===== config.mk =====
export PLATFORM = sky130hd
export DESIGN_NAME = wb_commit_stage
export DESIGN_NICKNAME = d
export VERILOG_FILES = /design/src/rtl/wb_pkg.sv /design/src/rtl/wb_commit_fifo.sv /design/src/rtl/wb_commit_stage.sv
export SDC_FILE = /design/constraint.sdc
export NUM_CORES = 1
export LEC_CHECK = 0
export BUFFER_PORTS_ARGS = -buffer_cell sky130_fd_sc_hd__buf_2
export CAP_MARGIN = 20
export CORE_MARGIN = 10
export CORE_UTILIZATION = 40
export CTS_CLUSTER_DIAMETER = 120
export CTS_CLUSTER_SIZE = 40
export DETAILED_ROUTE_END_ITERATION = 10
export PLACE_DENSITY = 0.77
export SYNTH_ARGS = -nofsm -noshare
export SYNTH_HDL_FRONTEND = slang
export SYNTH_SLANG_ARGS = --single-unit

===== constraint.sdc =====
create_clock -name clk -period 10 [get_ports clk]
set_clock_uncertainty 0.1 [all_clocks]
set_input_delay 1 -clock clk [delete_from_list [all_inputs] [get_ports clk]]
set_output_delay 1 -clock clk [all_outputs]
set_load 0.01 [all_outputs]

===== src/rtl/wb_pkg.sv =====
// Shared definitions for the writeback/commit stage: bus field layout helpers
// and exception codes also used by the CSR block.
package wb_pkg;

  localparam int ECODE_W = 6;

  localparam logic [ECODE_W-1:0] ECODE_INT  = 6'h00;
  localparam logic [ECODE_W-1:0] ECODE_ADEF = 6'h08;
  localparam logic [ECODE_W-1:0] ECODE_ALE  = 6'h09;
  localparam logic [ECODE_W-1:0] ECODE_SYS  = 6'h0B;
  localparam logic [ECODE_W-1:0] ECODE_BRK  = 6'h0C;
  localparam logic [ECODE_W-1:0] ECODE_INE  = 6'h0D;

  // Bus layout, MSB first: {ex, ecode[6], gr_we, dest[AW], result[DW], pc[DW]}
  function automatic int wb_bus_w(input int dw, input int aw);
    return 2 * dw + aw + 8;
  endfunction

  function automatic int wb_pc_lsb();
    return 0;
  endfunction

  function automatic int wb_res_lsb(input int dw);
    return dw;
  endfunction

  function automatic int wb_dest_lsb(input int dw);
    return 2 * dw;
  endfunction

  function automatic int wb_grwe_bit(input int dw, input int aw);
    return 2 * dw + aw;
  endfunction

  function automatic int wb_ecode_lsb(input int dw, input int aw);
    return 2 * dw + aw + 1;
  endfunction

  function automatic int wb_ex_bit(input int dw, input int aw);
    return 2 * dw + aw + 7;
  endfunction

endpackage


===== src/rtl/wb_commit_fifo.sv =====
// Generic in-order FIFO that also exposes every physical slot with its
// valid flag and age relative to the head (0 = oldest).
module wb_commit_fifo #(
  parameter int DEPTH = 2,
  parameter int W     = 8,
  localparam int PW   = $clog2(DEPTH)
) (
  input  logic               clk_i,
  input  logic               rst_ni,
  input  logic               clear_i,
  input  logic               push_i,
  input  logic               pop_i,
  input  logic [W-1:0]       din_i,
  output logic [W-1:0]       head_o,
  output logic [PW:0]        count_o,
  output logic [DEPTH*W-1:0] slot_o,
  output logic [DEPTH-1:0]   valid_o,
  output logic [DEPTH*PW-1:0] age_o
);

  logic [W-1:0]  mem_q [DEPTH];
  logic [PW-1:0] wr_ptr_q, wr_ptr_d;
  logic [PW-1:0] rd_ptr_q, rd_ptr_d;
  logic [PW:0]   count_q, count_d;
  logic [PW-1:0] age;

  // Pointers wrap naturally because DEPTH is a power of two; clear wins.
  always_comb begin
    wr_ptr_d = wr_ptr_q;
    rd_ptr_d = rd_ptr_q;
    count_d  = count_q;
    if (clear_i) begin
      wr_ptr_d = '0;
      rd_ptr_d = '0;
      count_d  = '0;
    end else begin
      if (push_i) wr_ptr_d = wr_ptr_q + 1'b1;
      if (pop_i)  rd_ptr_d = rd_ptr_q + 1'b1;
      count_d = count_q + (PW+1)'(push_i) - (PW+1)'(pop_i);
    end
  end

  always_ff @(posedge clk_i or negedge rst_ni) begin
    if (!rst_ni) begin
      for (int i = 0; i < DEPTH; i++) mem_q[i] <= '0;
      wr_ptr_q <= '0;
      rd_ptr_q <= '0;
      count_q  <= '0;
    end else begin
      if (push_i && !clear_i) mem_q[wr_ptr_q] <= din_i;
      wr_ptr_q <= wr_ptr_d;
      rd_ptr_q <= rd_ptr_d;
      count_q  <= count_d;
    end
  end

  always_comb begin
    valid_o = '0;
    age_o   = '0;
    slot_o  = '0;
    age     = '0;
    for (int s = 0; s < DEPTH; s++) begin
      age = PW'(s) - rd_ptr_q;
      slot_o[s*W +: W] = mem_q[s];
      if ({1'b0, age} < count_q) begin
        valid_o[s]          = 1'b1;
        age_o[s*PW +: PW]   = age;
      end
    end
  end

  assign head_o  = mem_q[rd_ptr_q];
  assign count_o = count_q;

endmodule


===== src/rtl/wb_commit_stage.sv =====
// Writeback commit stage: in-order commit queue draining to a back-pressured
// register-file port, with forwarding, precise exception flush and trace.
module wb_commit_stage
  import wb_pkg::*;
#(
  parameter int DW    = 32,
  parameter int AW    = 5,
  parameter int DEPTH = 2,
  parameter int CNT_W = 64,
  localparam int BUS_W = wb_bus_w(DW, AW),
  localparam int PW    = $clog2(DEPTH)
) (
  input  logic                  clk,
  input  logic                  resetn,
  input  logic                  ms_to_ws_valid,
  input  logic [BUS_W-1:0]      ms_to_ws_bus,
  output logic                  ws_allowin,
  input  logic                  rf_ready,
  output logic                  rf_we,
  output logic [AW-1:0]         rf_waddr,
  output logic [DW-1:0]         rf_wdata,
  output logic [DEPTH-1:0]      ws_fwd_we,
  output logic [DEPTH*AW-1:0]   ws_fwd_dest,
  output logic [DEPTH*DW-1:0]   ws_fwd_data,
  output logic [DEPTH*PW-1:0]   ws_age,
  output logic                  ws_flush,
  output logic [DW-1:0]         ws_flush_pc,
  output logic [ECODE_W-1:0]    ws_flush_ecode,
  output logic [CNT_W-1:0]      ws_retire_cnt,
  output logic [DW-1:0]         debug_wb_pc,
  output logic [3:0]            debug_wb_rf_we,
  output logic [AW-1:0]         debug_wb_rf_wnum,
  output logic [DW-1:0]         debug_wb_rf_wdata
);

  localparam int EX_BIT    = wb_ex_bit(DW, AW);
  localparam int ECODE_LSB = wb_ecode_lsb(DW, AW);
  localparam int GRWE_BIT  = wb_grwe_bit(DW, AW);
  localparam int DEST_LSB  = wb_dest_lsb(DW);
  localparam int RES_LSB   = wb_res_lsb(DW);
  localparam int PC_LSB    = wb_pc_lsb();
  localparam logic [PW:0] FULL_CNT = (PW+1)'(DEPTH);

  logic [BUS_W-1:0]       head;
  logic [PW:0]            count;
  logic [DEPTH*BUS_W-1:0] slot_flat;
  logic [DEPTH-1:0]       slot_valid;
  logic [BUS_W-1:0]       slot;
  logic                   fwd_unused;
  logic                   hv, h_ex, h_we, flush_fire, retire, fire_in;
  logic [AW-1:0]          h_dest;
  logic [CNT_W-1:0]       cnt_q, cnt_d;

  assign hv     = (count != '0);
  assign h_ex   = head[EX_BIT];
  assign h_we   = head[GRWE_BIT];
  assign h_dest = head[DEST_LSB +: AW];

  assign flush_fire = hv && h_ex;
  assign retire     = hv && (h_ex || !h_we || (h_dest == '0) || rf_ready);
  // Gated by resetn so that every output reads 0 while reset is held.
  assign ws_allowin = resetn && (count != FULL_CNT) && !flush_fire;
  assign fire_in    = ms_to_ws_valid && ws_allowin;

  wb_commit_fifo #(.DEPTH(DEPTH), .W(BUS_W)) u_fifo (
    .clk_i   (clk),
    .rst_ni  (resetn),
    .clear_i (flush_fire),
    .push_i  (fire_in),
    .pop_i   (retire),
    .din_i   (ms_to_ws_bus),
    .head_o  (head),
    .count_o (count),
    .slot_o  (slot_flat),
    .valid_o (slot_valid),
    .age_o   (ws_age)
  );

  assign rf_we    = hv && !h_ex && h_we && (h_dest != '0) && rf_ready;
  assign rf_waddr = hv ? h_dest : '0;
  assign rf_wdata = hv ? head[RES_LSB +: DW] : '0;

  assign ws_flush       = flush_fire;
  assign ws_flush_pc    = flush_fire ? head[PC_LSB +: DW] : '0;
  assign ws_flush_ecode = flush_fire ? head[ECODE_LSB +: ECODE_W] : '0;

  assign debug_wb_pc       = retire ? head[PC_LSB +: DW] : '0;
  assign debug_wb_rf_we    = {4{rf_we}};
  assign debug_wb_rf_wnum  = retire ? h_dest : '0;
  assign debug_wb_rf_wdata = retire ? head[RES_LSB +: DW] : '0;

  // Forwarding sees only registered slots; ecode/pc are never forwarded.
  always_comb begin
    ws_fwd_we   = '0;
    ws_fwd_dest = '0;
    ws_fwd_data = '0;
    fwd_unused  = 1'b0;
    slot        = '0;
    for (int s = 0; s < DEPTH; s++) begin
      slot = slot_flat[s*BUS_W +: BUS_W];
      ws_fwd_we[s] = slot_valid[s] && slot[GRWE_BIT] && !slot[EX_BIT] &&
                     (slot[DEST_LSB +: AW] != '0);
      ws_fwd_dest[s*AW +: AW] = slot[DEST_LSB +: AW];
      ws_fwd_data[s*DW +: DW] = slot[RES_LSB +: DW];
      fwd_unused = fwd_unused ^ (^slot[ECODE_LSB +: ECODE_W]) ^ (^slot[PC_LSB +: DW]);
    end
  end

  assign cnt_d = cnt_q + CNT_W'(retire && !h_ex);

  always_ff @(posedge clk or negedge resetn) begin
    if (!resetn) cnt_q <= '0;
    else         cnt_q <= cnt_d;
  end

  assign ws_retire_cnt = cnt_q;

endmodule


After elaboration in Yosys (flattened, before gate mapping). Cells that the tools add are included. Widths: inputs -> output; s select.

Output and inout port bits: 293. Word-level logic and storage cells: 76. Register bits after elaboration: 222. Bits of input ports: 81.

$add $sub $neg: 7. Eq/ne operators: 1. Bitwise logic cells: 2. Reduce and logical (&&, ||, !) cells: 33. Mux-type cells: 22. Order comparisons: 5.

Operators with widths (count): $mux 77 (4); $bwmux 154 (1); $mux 32 (4); $demux 77 s1 (1); $add 64x1->64 (1); $logic_and 1x1->1 (18); $reduce_bool 5->1 (3); $mux 5 (2); $mux 1 (8); $mux 6 (1); $reduce_bool 2->1 (3); $logic_not 1->1 (5); $logic_not 5->1 (1); $ge 2x2->1 const B (2); $lt 1x2->1 (2); $not 1->2 (2); $logic_or 1x1->1 (3); $add 1x1->1 const B (2); $add 2x1->2 (1); $lt 2x1->1 const B (1); $mux 2 (1); $ne 2x2->1 const B (1); $sub 1x1->1 const A (2); $sub 2x1->2 (1).

Depth between registers and ports, before layout. Gate-level depths: netlist of run 1.

Depth in word-level cells: 11. Mapped depth: 15.

By module. From an unflattened synthesis of run 1, not the netlist that was laid out.

Cells, all modules: 878. Area, all modules: 10909.2 um2.

Modules (own cells, without submodules): wb_commit_fifo (sequential area each 3953.8 um2, area an instance 6857.8 um2, times used 1, cells an instance 431); wb_commit_stage (sequential area each 1601.5 um2, area an instance 4051.4 um2, times used 1, cells an instance 447).

Least setup slack after synthesis of run 1. No wires, ideal clock.

Path kind: reg-to-reg. From: reg u_fifo.mem_q, in the netlist u_fifo.slot_o[64]. To: reg cnt_q[57], in the netlist ws_retire_cnt[57]. Library setup time: 0.126 ns. Buffers on the path: 1. Data required time: 9.774 ns. Data arrival time: 3.194 ns. Cell stages (with the launch flop): 13. Period minus slack after synthesis: 3.419 ns. Slack: 6.581 ns. Cells stage by stage: dfrtp_1 > or4_1 > mux2i_1 > a211oi_1 > or2_1 > buf_2 > nor2_1 > ha_1 > nand3_1 > nor4_4 > nand4_4 > or4_4 > xnor2_2.

Longest elaborated chain between the ends: 9.

RTL lines: start, declared (line wb_commit_fifo.sv:21) `logic [W-1:0] mem_q [DEPTH];`; start signal, assigned by index (line wb_commit_fifo.sv:50) `if (push_i && !clear_i) mem_q[wr_ptr_q] <= din_i;`; $mux 77 (implied by the code) (3 in series) (line wb_commit_fifo.sv:72) `assign head_o = mem_q[rd_ptr_q];`; $logic_not 5->1 (line wb_commit_stage.sv:60) `assign retire = hv && (h_ex || !h_we || (h_dest == '0) || rf_ready);`; $logic_or 1x1->1 (2 in series) (line wb_commit_stage.sv:60); $logic_and 1x1->1 (line wb_commit_stage.sv:60); $logic_and 1x1->1 (line wb_commit_stage.sv:109) `assign cnt_d = cnt_q + CNT_W'(retire && !h_ex);`; $add 64x1->64 (line wb_commit_stage.sv:109); via cnt_d[57] (line wb_commit_stage.sv:52) `logic [CNT_W-1:0] cnt_q, cnt_d;`; end signal, assigned (line wb_commit_stage.sv:113) `else cnt_q <= cnt_d;`; end, declared (line wb_commit_stage.sv:52).

The timed path passes the listed nets, and every way through them passes these cells. The select of a mux whose other input is x is not followed. A chain may end at the register's enable or synchronous reset.

Worst setup path after layout of run 1.
From: reg u_fifo.rd_ptr_q. To: reg cnt_q[56], in the netlist ws_retire_cnt[56].

Longest elaborated chain between the ends: 11. Elaborated cells between the ends (all ways): 13.

RTL lines: start, declared (line wb_commit_fifo.sv:23) `logic [PW-1:0] rd_ptr_q, rd_ptr_d;`; start signal, assigned (line wb_commit_fifo.sv:52) `rd_ptr_q <= rd_ptr_d;`; $not 1->2 (implied by the code) * (line wb_commit_fifo.sv:72); $mux 77 (implied by the code) * (3 in series) (line wb_commit_fifo.sv:72); branches (longest 5 deep; another with $logic_not 5->1); $logic_and 1x1->1 * (line wb_commit_stage.sv:109); $add 64x1->64 * (line wb_commit_stage.sv:109); via cnt_d[56] (line wb_commit_stage.sv:52).

Mark *: on every way through the listed nets, which the timed path passes. The select of a mux whose other input is x is not followed.

==> impl_summary.md, run 1 <==
Final layout
The area added between synthesis and finish is 17.1%. The final net count is 1300. The post-layout utilization of the core is 47.7%. The post-route netlist has a little under half of its cells at a drive strength greater than 1. The filler cell count in the final layout is 2470.

Min path
The worst hold path belongs to the class flop to flop. The source of the worst hold timing path is ws_retire_cnt[63].

Setup path
Along the worst path, the maximum fanout reaches between 40 and 50. The worst setup path is captured at a flop. Data on the critical path is required at its endpoint by 10300 ps.

The kind of critical path is flop to flop. The data arrival at the endpoint of the critical path is 5090 ps. In this run the critical register-to-register path is launched from u_fifo.rd_ptr_q. The launching element of the worst setup path is u_fifo.rd_ptr_q. STA classifies the critical path startpoint as a flop. The worst register-to-register path has a setup slack of 5210 ps.

GRT
The initial antenna violation count is 8. The via count of the first global-routing pass is 8258. The first global-routing pass estimated 46400 µm of wire.

The sum of overflow across all layers after global routing is 0. Entering global routing, the biggest net connects 93 pins. The aggregate global-route resource usage is 17.0%.

Placed design
The worst slack at placement is 5190 ps. The placer's final routability congestion estimate is 0.884. Once detailed placement completed, the half-perimeter wirelength came to between 20000 and 25000 µm.

The count of buffers inserted at the top-level ports is 373.

CTS
The number of resized instances in the post-cts repair step is 0. The root cell of the clock tree is clkbuf_16. The tree built by TritonCTS fans out to 222 sinks. After clock tree synthesis, the setup repair step added 0 buffers. The deepest level of the CTS H-tree is 1.

The clock passes through at most 3 buffers. The TritonCTS clock tree is done. The clock slew seen by the registers of the worst setup and hold paths is 150 ps. The hold-fix buffer count after cts is 0.

The clock insertion delay at the later pin of the skew report is around 480 ps. The number of buffers added by the clock tree synthesis step is 9.

Die
The number of standard-cell rows in the floorplan is 60. The die height is 186 µm. The floorplan step defined a die boundary enclosing approximately 35000 µm².

The initial standard-cell utilization of the core is between 40% and 50%. The die is 186 µm wide. The core area is 27000 µm².

374 I/O pins were placed.

Routing
The detailed-route wire length per cell is 20.0 µm. The first-pass iteration count of the detailed router is 4. The post-route DRC violation count is 0. The count of nets left with antenna violations once routing finished came out at 0.

Wires add up to around 31000 µm. Dividing the detail-routed via count by the number of cells gives slightly above 5. The routed via count is 7961. After the first detailed-routing iteration, the DRC count stood at 334.

Synth
Yosys mapped a number of flops with a built-in enable equal to 0. The share of synthesized area in the top cell type comes to 50.4%. Summing every instance area after synthesis gives 11000 µm². The commonest cells after synthesis are 222 x dfrtp_1, 155 x mux2_2, 129 x nor2_1.

Sequential elements use 50.4% of the synthesized area. The net count after synthesis is between 1000 and 1500. Of all cell types, the one taking the most synthesized area is dfrtp_1.

The synthesized design contains 222 register bits. The number of warning messages in the yosys log is 0. In the post-synthesis netlist, the biggest area contributors are dfrtp_1 50%, mux2_2 16%, mux2i_1 7.0%, buf_4 5.5%, nor2_1 4.4%. The most frequent cell after synthesis is dfrtp_1. The commonest register cell after synthesis is dfrtp_1.

The post-synthesis cell type count is 44. In the synthesized netlist the async set-or-reset flop fraction comes to 100%. The average cell area after synthesis is 11.6 µm². The synthesized instance count is 950.

STA
The actual slew at the worst max-slew pin is 980 ps. The total count of hold-check failures in the final report is 0. The worst path meets setup with approximately 5200 ps of slack. Setup violations remaining at the end of the flow were counted as 0. The final total negative setup slack is 0 ps.

The highest clock frequency the design can meet is between 200 and 250 MHz. In this run the tightest slew margin relative to its limit is 34.7%. The minimum clock period is 4790 ps. Setup repair after global routing left no endpoint under its margin. The final max-slew violation count is 0. The final critical-path share of the clock period is 47.9%.

Power
In this run the power density over the cells is ~320 nW/µm². The reported leakage power is 6.63 nW. The worst ir drop on vdd is 0.190 mV.

Outcome
The run finished with clean final reports.

Run
Max-cap violations in this run came to 0.
placed cells by master, fill, tap and decap left out, types with 4 or more instances in the layout:
cell type,netlist,routed
and4_1,5,5
inv_1,14,14
mux2i_1,77,77
buf_2,23,372
a21oi_1,4,4
dfrtp_1,222,221
nand3_1,22,22
nor3_1,43,43
nand2_1,28,26
nand4_1,13,13
buf_4,81,7
ha_1,4,4
diode_2,0,6
mux2_2,155,155
xor2_1,25,25
xnor2_1,38,38
and3_1,8,8
clkbuf_16,0,9
nor2_1,129,128
per-layer routing:
metal	vias to the layer above	routed length, µm	GRT usage [%]
li1	3686	-	-
met1	3920	12500	19.6
met2	304	15000	29.6
met3	45	2990	5.52
met4	6	797	4.93
met5	-	46	0
cells by family after synthesis:
family	Yosys count	synth area share (%)
buffers and inverters	141	7.90
and+or+nand+nor	278	12.7
xor gates and xnor gates	64	5.16
AOI/OAI and AO/OA	9	0.500
adders and majority gates	4	0.454
muxes	232	22.8
DFF	222	50.4
where the power goes:
group,internal (mW),switching [mW]
Sequential,1.23,0.261
Clock,0.179,0.273
Combinational,0.935,1.21
state kept, by name, indices dropped and copies added (netlist names):
signal	cells
u_fifo.wr_ptr_q	1
ws_retire_cnt	64
u_fifo.slot_o	154
u_fifo.rd_ptr_q	1
u_fifo.count_o	2
layout make-up:
class	instances	area (µm²)	share of cell area [%]
Sequential cell	222	5560	43.1
Multi-Input combinational cell	587	4630	35.9
Timing Repair Buffer	381	1960	15.2
Tap cell	341	427	3.31
Clock buffer	11	243	1.88
Inverter	14	52.6	0.408
Clock inverter	1	16.3	0.126
Antenna cell	6	15.0	0.116
path summary, 6_finish.rpt:
| check | cells after the start | end |
|---|---|---|
| worst min-delay path | 1 | ws_retire_cnt[63] |
| worst max register to register | 12 | ws_retire_cnt[56] |
| worst max-delay path | 12 | ws_retire_cnt[56] |
| worst min register to register | 1 | ws_retire_cnt[63] |
| max in group asynchronous | 3 | u_fifo.slot_o[86] |
| min in group asynchronous | 1 | u_fifo.slot_o[50] |
metrics by stage:
stage | std cells | hold slack, ps | power (mW) | cell area, µm²
finish | 1563 | 379 | 4.09 | 12900
global placement | 1544 | 353 | 3.64 | 12600
floorplan | 950 | 379 | 2.94 | 11000
global route | 1559 | 398 | 4.38 | 12900
detailed placement | 1544 | 357 | 3.69 | 12600
CTS | 1556 | 380 | 4.15 | 12900
worst max-delay path, cell delays in order, from the launching register on:
cell	delay (ps)
dfrtp_4	960
inv_1	200
mux2i_1	340
a211oi_4	100
or2_2	620
nor2_1	220
ha_1	230
ha_1	230
nand2_1	90
nor4_2	590
nand4_2	480
nor3_1	350
xor2_1	160
No activity file was read; power rests on OpenSTA's default activity.
==> inputs of run 2 (changes only) <==
--- a/config.mk
+++ b/config.mk
@@ -5,6 +5,7 @@
 export SDC_FILE = /design/constraint.sdc
 export NUM_CORES = 1
 export LEC_CHECK = 0
+export ABC_AREA = 1
 export BUFFER_PORTS_ARGS = -buffer_cell sky130_fd_sc_hd__buf_2
 export CAP_MARGIN = 20
 export CORE_MARGIN = 10
@@ -12,7 +13,7 @@
 export CTS_CLUSTER_DIAMETER = 120
 export CTS_CLUSTER_SIZE = 40
 export DETAILED_ROUTE_END_ITERATION = 10
-export PLACE_DENSITY = 0.77
+export PLACE_DENSITY = 0.79
 export SYNTH_ARGS = -nofsm -noshare
 export SYNTH_HDL_FRONTEND = slang
 export SYNTH_SLANG_ARGS = --single-unit
==> constraint.sdc (replaced) <==
create_clock -name clk -period 4.4 [get_ports clk]
set_clock_uncertainty 0.1 [all_clocks]
set_input_delay 0.44 -clock clk [delete_from_list [all_inputs] [get_ports clk]]
set_output_delay 0.44 -clock clk [all_outputs]
set_load 0.01 [all_outputs]
==> run 2 against run 1 <==
Against the previous run: final cell count grew 38%; core utilization fell by 0.78 points; count of clock-buffer cells in the layout down 2; via count rose by 34%; critical path type unchanged; critical endpoint is now ws_retire_cnt[62]; largest power group unchanged.
==> impl_summary.md, run 2 <==
Outcome
The flow ran to the end, and the final reports show no timing, DRC or antenna violations.

STA
The final setup violation count is 0 (unchanged). The actual slew at the worst max-slew pin is 897 ps (-83.6 ps). The minimum clock period came to 3450 ps (-1340 ps).

The worst slew margin relative to its limit is 40.2% (+5.6 points). The final total negative setup slack is 0 ps (unchanged). The highest clock frequency the design can meet was 290 MHz (+39%). The final worst setup slack is 952 ps (-4260 ps). Setup repair after global routing left no endpoint under its margin. The total count of hold-check failures in the final report is 0 (unchanged). The final max-slew violation count is 0 (unchanged). The final critical-path share of the clock period is 78.4% (+30 points).

Synth
The most common cell in the synthesized netlist is nand2_1. The post-synthesis cell type count was 34 (-23%). The share of Yosys cell area claimed by the top area cell type is 47.3% (-3.1 points). The share of synthesized flip-flops with an asynchronous set or reset is 100% (unchanged).

The net count after synthesis came to 1603 (+55%). By count the netlist is led by 446 x nand2_1, 222 x dfrtp_1, 198 x nor2_1. The most used flip-flop cell after synthesis is dfrtp_1. Sorting the synthesized cells by area gives the leading types as dfrtp_1 47%, nand2_1 14%, nor2_1 6.3%, o21ai_1 5.9%, buf_4 5.2%.

The synthesized instance count is 1518 (+60%). The sequential area share after synthesis is 47.3% (-3.1 points). The library cell occupying the most area in the post-synthesis netlist is dfrtp_1. The number of enable-type register cells in the synthesized netlist is 0 (unchanged). The mapped cell area is 11700 µm² (+6.6%).

The average cell area after synthesis came to 7.73 µm² (-33%). The post-synthesis sequential element count is 222 (unchanged). The number of warning messages in the yosys log came to 0 (unchanged).

Placed design
The count of buffers inserted at the top-level ports was 373 (unchanged). The HPWL reported at the end of detailed placement was 29900 µm (+26%). The worst slack at placement came to 1030 ps (-4160 ps). The placer's final routability congestion estimate is 0.984 (+11%).

CTS
The number of buffers added by the clock tree synthesis step was 9 (unchanged). The number of post-CTS setup repair buffers came to 0 (unchanged). The clock slew seen by the registers of the worst setup and hold paths is 150 ps (about the same). The clock insertion delay at the later pin of the skew report was 490 ps (about the same).

The clock sink total was 222 (unchanged). The deepest level of the CTS H-tree came to 1 (unchanged). Clock tree synthesis selected as its root buffer the cell clkbuf_16.

The worst-case clock buffer depth is 3 (unchanged). The hold-fix buffer count after cts is 1 (+1). The TritonCTS clock tree is done. The number of resized instances in the post-cts repair step is 0 (unchanged).

Power
The power density over the cells is 667 nW/µm² (+110%). The reported leakage power was 7.45 nW (+12%). The worst ir drop on vdd is 0.304 mV (+60%).

Routing
The remaining antenna violation count is 0 (unchanged). The routed via count is 10700 (+34%). The overall routed net length is 38200 µm (+22%). The detailed-route wire length per cell is 17.7 µm (-12%). The DRC violation total after the first TritonRoute iteration was 883 (+160%).

The first-pass iteration count of the detailed router came to 5 (+1). The post-route DRC violation count is 0 (unchanged). The post-detailed-route via-to-cell ratio is 4.94 (-2.9%).

Die
The initial standard-cell utilization of the core is 40.7% (-0.076 points). The number of standard-cell rows in the floorplan came to 62 (+3.3%). The core area is 28900 µm² (+6.8%). The die height was 191 µm (+2.9%).

The area enclosed by the die boundary came to 36600 µm² (+5.9%). The horizontal die dimension is 191 µm (+2.9%). The count of pins on the block boundary is 374 (unchanged).

Setup path
STA classifies the critical path startpoint as a flop. The worst flop-to-flop path startpoint is u_fifo.rd_ptr_q. The number of cells on the worst reg-to-reg path is 17 (+5). The terminus of the critical flop-to-flop path is ws_retire_cnt[62]. The endpoint class of the critical path is a flop. The data arrival at the endpoint of the critical path came to 3720 ps (-1370 ps). The worst setup path is of the flop to flop kind. The maximum net fanout on the critical path is 22 (-51%).

The reg-to-reg setup timing slack was 950 ps (-4260 ps). The data required time at the worst endpoint is 4670 ps (-5630 ps).

GRT
The sum of overflow across all layers after global routing is 0 (unchanged). The aggregate global-route resource usage is 19.8% (+2.8 points). The first-pass GRT wire length was 58300 µm (+26%).

The via count of the first global-routing pass came to 10500 (+27%). The initial antenna violation count is 1 (-7). The maximum number of pins on one net before global-route repair came to 99 (+6.5%).

Final layout
The library cells used most frequently in the layout, excluding fill and tap cells, are 445 x nand2_1, 372 x buf_2, 221 x dfrtp_1. The fraction of layout instances using a drive strength above 1 is 23.1% (-24 points). The area added between synthesis and finish is 15.4%. The filler cell count in the final layout was 2888 (+17%). The final net count is 1863 (+43%). The multi-input logic area came to 4660 µm² (+0.84%). The area taken by flip-flops and latches came to 5560 µm² (unchanged).

The number of diodes is 0 (-6). Leaving out fill and tap cells, the most frequent cell in the layout is nand2_1. The flip-flop count of the largest register, all copies and words added is 154 (unchanged).

Min path
The number of instances on the worst hold path is 3 (+2). The worst hold path terminates at u_fifo.slot_o[138]. The startpoint identified for the worst hold timing path is ms_to_ws_bus[61]. The tightest min-delay check is of the primary input to flop type.

Run
The count of max-cap constraint violations was 0 (unchanged).
[run 2: cell count changes in the layout (fill, tap and decap cells not counted), moves of 8 or more]
cell     change
xnor2_1     -10
a21oi_1     +37
nor3_1      -30
and3_1       -8
inv_1      +142
nand2_1    +419
nor2_1      +70
o21ai_1    +138
mux2_2     -155
mux2i_1     -45
o21ai_0     +26
[run 2: how the worst max path moves through the flow]
| stage | slack (ps) | end | cells past startpoint | startpoint |
|---|---|---|---|---|
| finish | 950 | ws_retire_cnt[62] | 17 | u_fifo.rd_ptr_q |
| CTS | 960 | debug_wb_rf_we[3] | 8 | u_fifo.rd_ptr_q |
| global route | 610 | ws_retire_cnt[62] | 17 | u_fifo.rd_ptr_q |
| global placement | 1120 | ws_retire_cnt[62] | 17 | u_fifo.rd_ptr_q |
| detailed placement | 1030 | ws_retire_cnt[62] | 17 | u_fifo.rd_ptr_q |
| floorplan | 1450 | ws_retire_cnt[62] | 17 | u_fifo.rd_ptr_q |
[run 2: logic make-up (layout without fill, tap and decap cells)]
group,after synthesis,count (layout),share of synthesized area [%]
buffers and inverters,296,556,13.1
AOI/OAI and AO/OA,209,209,9.00
xor gates and xnor gates,48,48,3.58
muxes,32,32,2.73
and+or+nand+nor,707,707,23.9
adders and majority gates,4,4,0.426
DFF,222,222,47.3
[run 2: worst max-delay path: stages (launching register included)]
cell and delay, ps:
dfrtp_4 600, inv_2 190, nand2_1 100, nand2_1 70, nor2_1 110, nand3_1 120, nand3_2 120, nand2_4 50
nor2_1 210, ha_1 270, ha_1 240, inv_1 100, nor2_2 240, nand2_1 200, nor2_1 240, nand2_1 140
o21ai_0 180, nand2_1 60
[run 2: stage by stage]
step	instances	util (%)	instance area [µm²]	power (mW)	hold WS (ps)
finish	2162	46.9	13500	9.03	92.1
global route	2162	46.9	13500	9.77	66.5
CTS	2162	46.9	13500	9.15	71.6
detailed placement	2150	46.0	13300	8.12	304
global placement	2150	46.0	13300	7.98	304
floorplan	1518	-	11700	6.53	44.4
[run 2: where the power goes]
part	switching (mW)	internal, mW	leakage, nW
clock	0.635	0.386	0.122
sequential	0.532	2.77	2.86
combinational	3.00	1.71	4.46
total	4.16	4.86	7.45
[run 2: cell type report]
class	instances	share of cell area (%)
Clock buffer	9	1.66
Clock inverter	2	0.157
Inverter	157	4.35
Multi-Input combinational cell	1000	34.4
Sequential cell	222	41.0
Tap cell	384	3.55
Timing Repair Buffer	388	14.8
[run 2: layer usage]
| layer | global-route usage (%) | up-vias | wire (µm) | share of wire [%] |
|---|---|---|---|---|
| li1 | - | 5122 | - | - |
| met1 | 23.5 | 5043 | 14600 | 38 |
| met2 | 34.1 | 456 | 18500 | 49 |
| met3 | 4.50 | 68 | 3560 | 9.3 |
| met4 | 7.63 | 2 | 1460 | 3.8 |
| met5 | 0 | - | 7 | 0.018 |
